$ cat config.mk
export PLATFORM = sky130hd
export DESIGN_NAME = base_acredit_snk
export DESIGN_NICKNAME = d
export VERILOG_FILES = /design/src/rtl/base_acredit_snk.sv
export SDC_FILE = /design/constraint.sdc
export NUM_CORES = 1
export LEC_CHECK = 0
export CAP_MARGIN = 20
export CORE_UTILIZATION = 30
export DETAILED_ROUTE_END_ITERATION = 10
export SLEW_MARGIN = 20
export SYNTH_ARGS = -nofsm -noshare
export SYNTH_HDL_FRONTEND = slang
export SYNTH_SLANG_ARGS = --single-unit
$ cat constraint.sdc
create_clock -name clk -period 2.92 [get_ports clk]
set_clock_uncertainty 0.15 [all_clocks]
set_input_delay 0.876 -clock clk [delete_from_list [all_inputs] [get_ports clk]]
set_output_delay 0.876 -clock clk [all_outputs]
set_load 0.05 [all_outputs]
$ cat src/rtl/base_acredit_snk.sv
// Credit-link sink: buffers beats pushed by a credit source, hands them downstream
// on valid/ready and returns one single-cycle credit pulse per dequeued beat.
module base_acredit_snk #(
  parameter int credits     = 4,
  parameter int width       = 8,
  parameter int log_credits = $clog2(credits + 1)
) (
  input  logic                   clk,
  input  logic                   reset,
  input  logic                   i_v,
  input  logic [width-1:0]       i_d,
  output logic                   o_v,
  input  logic                   o_r,
  output logic [width-1:0]       o_d,
  output logic                   o_c,
  output logic [log_credits-1:0] o_cnt,
  output logic                   o_err
);

  localparam int ptr_w = (credits > 1) ? $clog2(credits) : 1;
  localparam logic [ptr_w-1:0]       last_ptr = ptr_w'(credits - 1);
  localparam logic [log_credits-1:0] full_cnt = log_credits'(credits);

  logic [width-1:0]       mem [credits];
  logic [ptr_w-1:0]       wr_ptr;
  logic [ptr_w-1:0]       rd_ptr;
  logic [log_credits-1:0] count;
  logic                   full;
  logic                   enq;
  logic                   deq;
  logic                   ovf;

  // A full buffer means the source had no credit; that beat is a protocol error, never stored.
  assign full  = (count == full_cnt);
  assign enq   = i_v && !full;
  assign ovf   = i_v && full;
  assign deq   = o_v && o_r;
  assign o_v   = (count != '0);
  assign o_d   = mem[rd_ptr];
  assign o_cnt = count;

  // Depth need not be a power of two, so wrap on an explicit compare.
  function automatic logic [ptr_w-1:0] next_ptr(input logic [ptr_w-1:0] p);
    return (p == last_ptr) ? '0 : p + 1'b1;
  endfunction

  // NOTE: storage sits outside the reset domain; o_v gates its contents, and leaving
  // it unreset lets it map onto plain RAM/register-file cells.
  always_ff @(posedge clk) begin
    if (enq) mem[wr_ptr] <= i_d;
  end

  // NOTE: all sequential state uses non-blocking assignments so every flop samples
  // pre-edge values, independent of statement order.
  always_ff @(posedge clk or negedge reset) begin
    if (!reset) begin
      wr_ptr <= '0;
      rd_ptr <= '0;
      count  <= '0;
      o_c    <= 1'b0;
      o_err  <= 1'b0;
    end else begin
      if (enq) wr_ptr <= next_ptr(wr_ptr);
      if (deq) rd_ptr <= next_ptr(rd_ptr);
      case ({enq, deq})
        2'b10:   count <= count + 1'b1;
        2'b01:   count <= count - 1'b1;
        default: count <= count;
      endcase
      o_c   <= deq;
      o_err <= o_err | ovf;
    end
  end

endmodule

* Word level (Yosys, flattened, before mapping)
Memories as Yosys holds them, arrays and structs flattened.
Cells that the tools add are included.
** Storage, ports and cells
- Word-level logic and storage cells :: 27
- Flip-flop bits (word level) :: 9
- Memories kept :: 1
- RAM bits :: 32
** Memories
- mem :: words 4, width 8, read ports 1, clocked after memory_dff 0, write ports 1, RTL line 24 : logic [width-1:0] mem [credits];
** Cells by class
- Equal/unequal tests :: 5
- Muxes and demuxes :: 5
- Reduce and logical (&&, ||, !) cells :: 6
- Bitwise operators :: 1
- $add $sub $neg :: 4
** Operators by type and width (number)
- $eq 2x2->1 const B :: 3
- $pmux 3 s2 :: 1
- $add 2x1->2 const B :: 2
- $mux 2 :: 2
- $add 3x1->3 const B :: 1
- $eq 3x3->1 const B :: 1
- $logic_and 1x1->1 :: 3
- $reduce_bool 3->1 :: 1
- $sub 3x1->3 const B :: 1
- $eq 2x1->1 const B :: 1
- $mux 1 :: 2
- $reduce_bool 2->1 :: 1
- $logic_not 1->1 :: 1
- $or 1x1->1 :: 1

* Depth between registers and ports, before layout
- Depth after elaboration :: 5
- Mapped depth :: 9
- Mapped depth without buffers :: 9

* Worst setup path after synthesis
OpenSTA, ideal clock, no wires.
- Path kind :: register -> register
- Start point :: reg count[0] (netlist: o_cnt[0])
- End point :: reg count[2] (netlist: o_cnt[2])
- Data required time :: 2688 ps
- Period minus slack after synthesis :: 2616 ps
- Setup time :: 82 ps
- Setup slack :: 304 ps
- Stages on the path, launching flop included :: 10
- Data arrival time :: 2384 ps
- Cells stage by stage :: dfrtp_1 or3_1 nand2_1 inv_1 ha_1 inv_1 fa_1 xor2_1 nor2_1 xor2_1
** On the way
- Elaborated cells on any way between the ends :: 11
- Those cells by class :: 2 x add/sub; 3 x eq/ne; 1 x mux; 5 x reduce/logical
** RTL lines
- start, declared :: RTL line 27 : logic [log_credits-1:0] count;
- start signal, assigned :: RTL line 66 : 2'b10: count <= count + 1'b1;
- start signal, assigned :: RTL line 67 : 2'b01: count <= count - 1'b1;
- start signal, assigned :: RTL line 68 : default: count <= count;
- $reduce_bool 3->1 * :: RTL line 38 : assign o_v = (count != '0);
- named net o_v :: RTL line 12 : output logic o_v,
- $logic_and 1x1->1 * :: RTL line 37 : assign deq = o_v && o_r;
- named net deq :: RTL line 30 : logic deq;
- $eq 2x1->1 / $eq 2x2->1 (equally long branches) :: RTL line 65 : case ({enq, deq})
- $pmux 3 s2 / $reduce_bool 2->1 (equally long branches)
The timed path passes the listed nets; every way through them passes the cells marked *.
A chain may end at the register's enable or synchronous reset.

* Final worst setup path
- Start point :: reg count[0] (netlist: o_cnt[0])
- End point :: out o_v
** On the way
- Longest elaborated chain between the ends :: 1
** Ends and longest elaborated chain (RTL line)
- $reduce_bool 3->1 :: 38
- end, declared :: 12
No other way between the ends.

==> results.toml <==
[synth]
synth_warnings = 0
yosysUniqueCellTypes = 20
ys.flop_type = "edfxtp_1"
postSynthCellCount = 85
synth_edf_count = 32
synth_nets = 104
yosysTopAreaCellShare_pct = 57.83
async_flop_share_pct = 21.95
yosys.cell_count.top_type = "edfxtp_1"
ys_seq_elements = 41
syn_area_um2 = 1662
avgSynthCellArea_um2 = 19.55
synthTopCellsByCount = "edfxtp_1 (32), dfrtp_1 (9), mux4_2 (8), inv_1 (7), ha_1 (6)"
seq_area_frac_synth_pct = 71.39
synth.area.top_cells = "edfxtp_1 (58%), dfrtp_1 (14%), mux4_2 (11%), ha_1 (4.5%), mux2_4 (1.8%)"
yosysTopAreaCell = "edfxtp_1"

[floorplan]
pin_count = 26
dieHeight_um = 76.42
initial_core_util_pct = 31.92
num_rows = 26
core_area_um2 = 5205
die_area_um2 = 5840
dieWidth_um = 76.42

[setup_path]
reg2reg_slack_ns = 0.54
critPathMaxFanout = 5
startpoint = "o_cnt[0]"
required_ns = 1.89
end_kind = "output port"
endpoint = "o_v"
reg2reg_depth = 9
path_class = "flop to output port"
cp-start-kind = "flop"
reg2reg_from = "o_cnt[2]"
r2r_end = "o_cnt[2]"
arrival_ns = 1.83

[power_and_ir_drop]
finalPower_uw = 2444
leakagePower_uw = 0.0007861
ir_drop_mv = 0.4850
p_per_area_nw_per_um2 = 1167

[detailed_routing]
drt-pass1-iter-count = 4
wirelength_um = 2863
route.detailed.drc = 0
vias = 844
drtIter0Drc = 35
detail_route.wl_per_cell_um = 15.31
postRouteAntennaNets = 0
vias_per_cell = 4.513

[sta]
setup-tns-final_ns = 0
max_slew_margin_pct = 66.36
rsz0062_at_grt = "false"
maxSlewViolCount = 0
tightest_slew_ns = 0.5030
fin_crit_ns = 2.854
finalSetupViolCount = 0
finalCritPeriodShare_pct = 97.72
max_freq_mhz = 350.4
hold_viol_final = 0

[global_routing]
globalRouteOverflowTotal = 0
grt_pass1_wl_um = 4491
grt_max_degree = 15
antenna_found_initial = 0
grt_pass1_vias = 930
grt_usage_pct = 10.72

[cts]
tritoncts = "done"
clock_sinks = 41
clk_pin_slew_ns = 0.08
cts_buffer_depth = 2
cts_resized = 0
numCtsBuffers = 5
cts_root_buf = "clkbuf_8"
cts.hold.buffers_added = 0
h-tree-depth = 2
insertion_delay_ns = 0.29
cts_post_setup_buffers_inserted = 0

[place]
placedCellCount = 179
place_area_um2 = 1978
dpl.hpwl_um = 1930
globalplace.congestion = 0.6775
io_buffers = 25

[cells_and_area]
fin_nets = 135
finish.instance_area_um2 = 2095
num_antenna_cells = 0
drive_gt1_share_pct = 25.64
fin_cells = 187
syn_to_final_growth_pct = 26.05

[run_status]
status = "finished clean"

[worst_hold_path]
hold_depth = 1
hold_path.class = "flop to flop"
hold_start = "o_err"

[run]
cap_violations = 0
stage by stage:
step / utilization [%] / hold WS, ns / setup WS, ns
after floorplan: - / 0.3848 / 0.3036
after global placement: 38.00 / 0.3123 / 0.1765
after detailed placement: 38.00 / 0.3299 / 0.1220
after CTS: 40.22 / 0.3480 / 0.002558
after global routing: 40.24 / 0.3639 / 0.01477
final: 40.24 / 0.3388 / 0.06648
state kept, by name, summed over array words and instances (netlist names):
signal  count
wr_ptr      2
o_cnt       3
o_err       1
rd_ptr      2
mem        32
o_c         1
metal layers:
layer / vias up / wire (µm) / GRT usage (%)
met2: 19 / 1605 / 19.37
li1: 382 / - / -
met1: 437 / 1065 / 10.24
met4: 0 / 74 / 6.923
met5: - / 0 / 0
met3: 6 / 117 / 3.713
power breakdown:
part	internal, µW	total (µW)	switching, µW
Combinational	421	1070	647
Sequential	792	923	130
Clock	256	454	198
Total	1470	2440	975
cells by family (layout without fill, tap and decap cells):
group	count (synthesis)	after routing	share of synthesized area, %
xor gates and xnor gates	3	3	1.582
muxes	13	13	14.61
and+or+nand+nor	11	11	3.991
DFF	41	41	71.39
adders and majority gates	7	7	5.723
AOI/OAI and AO/OA	1	1	0.6024
buffers and inverters	9	41	2.108
layout make-up:
| type | count | area [µm²] |
|---|---|---|
| Clock buffer | 5 | 68.82 |
| Clock inverter | 3 | 46.29 |
| Fill cell | 469 | 3110 |
| Inverter | 7 | 26.28 |
| Multi-Input combinational cell | 35 | 440.4 |
| Sequential cell | 41 | 1187 |
| Tap cell | 70 | 87.58 |
| Timing Repair Buffer | 26 | 237.7 |
worst min-delay path by stage:
stage	endpoint	slack, ns
after floorplan	wr_ptr[1]	0.38
after global placement	o_err	0.31
after detailed placement	o_err	0.33
after CTS	o_err	0.35
after global routing	o_err	0.36
final	o_err	0.34
cells in the final DEF (no fill, tap or decap), drive strengths merged, types with 4 or more instances in the layout:
cell type      instances
and3                   4
buf                    9
clkbuf                 5
clkdlybuf4s50         17
dfrtp                  9
edfxtp                32
ha                     6
inv                    7
mux2                   4
mux4                   8
critical path, cell delays in order (launching register included):
cell,delay [ns]
dfrtp_1,0.43
or3_1,0.40
clkdlybuf4s50_1,0.71
(Power assumes the default switching activity.)
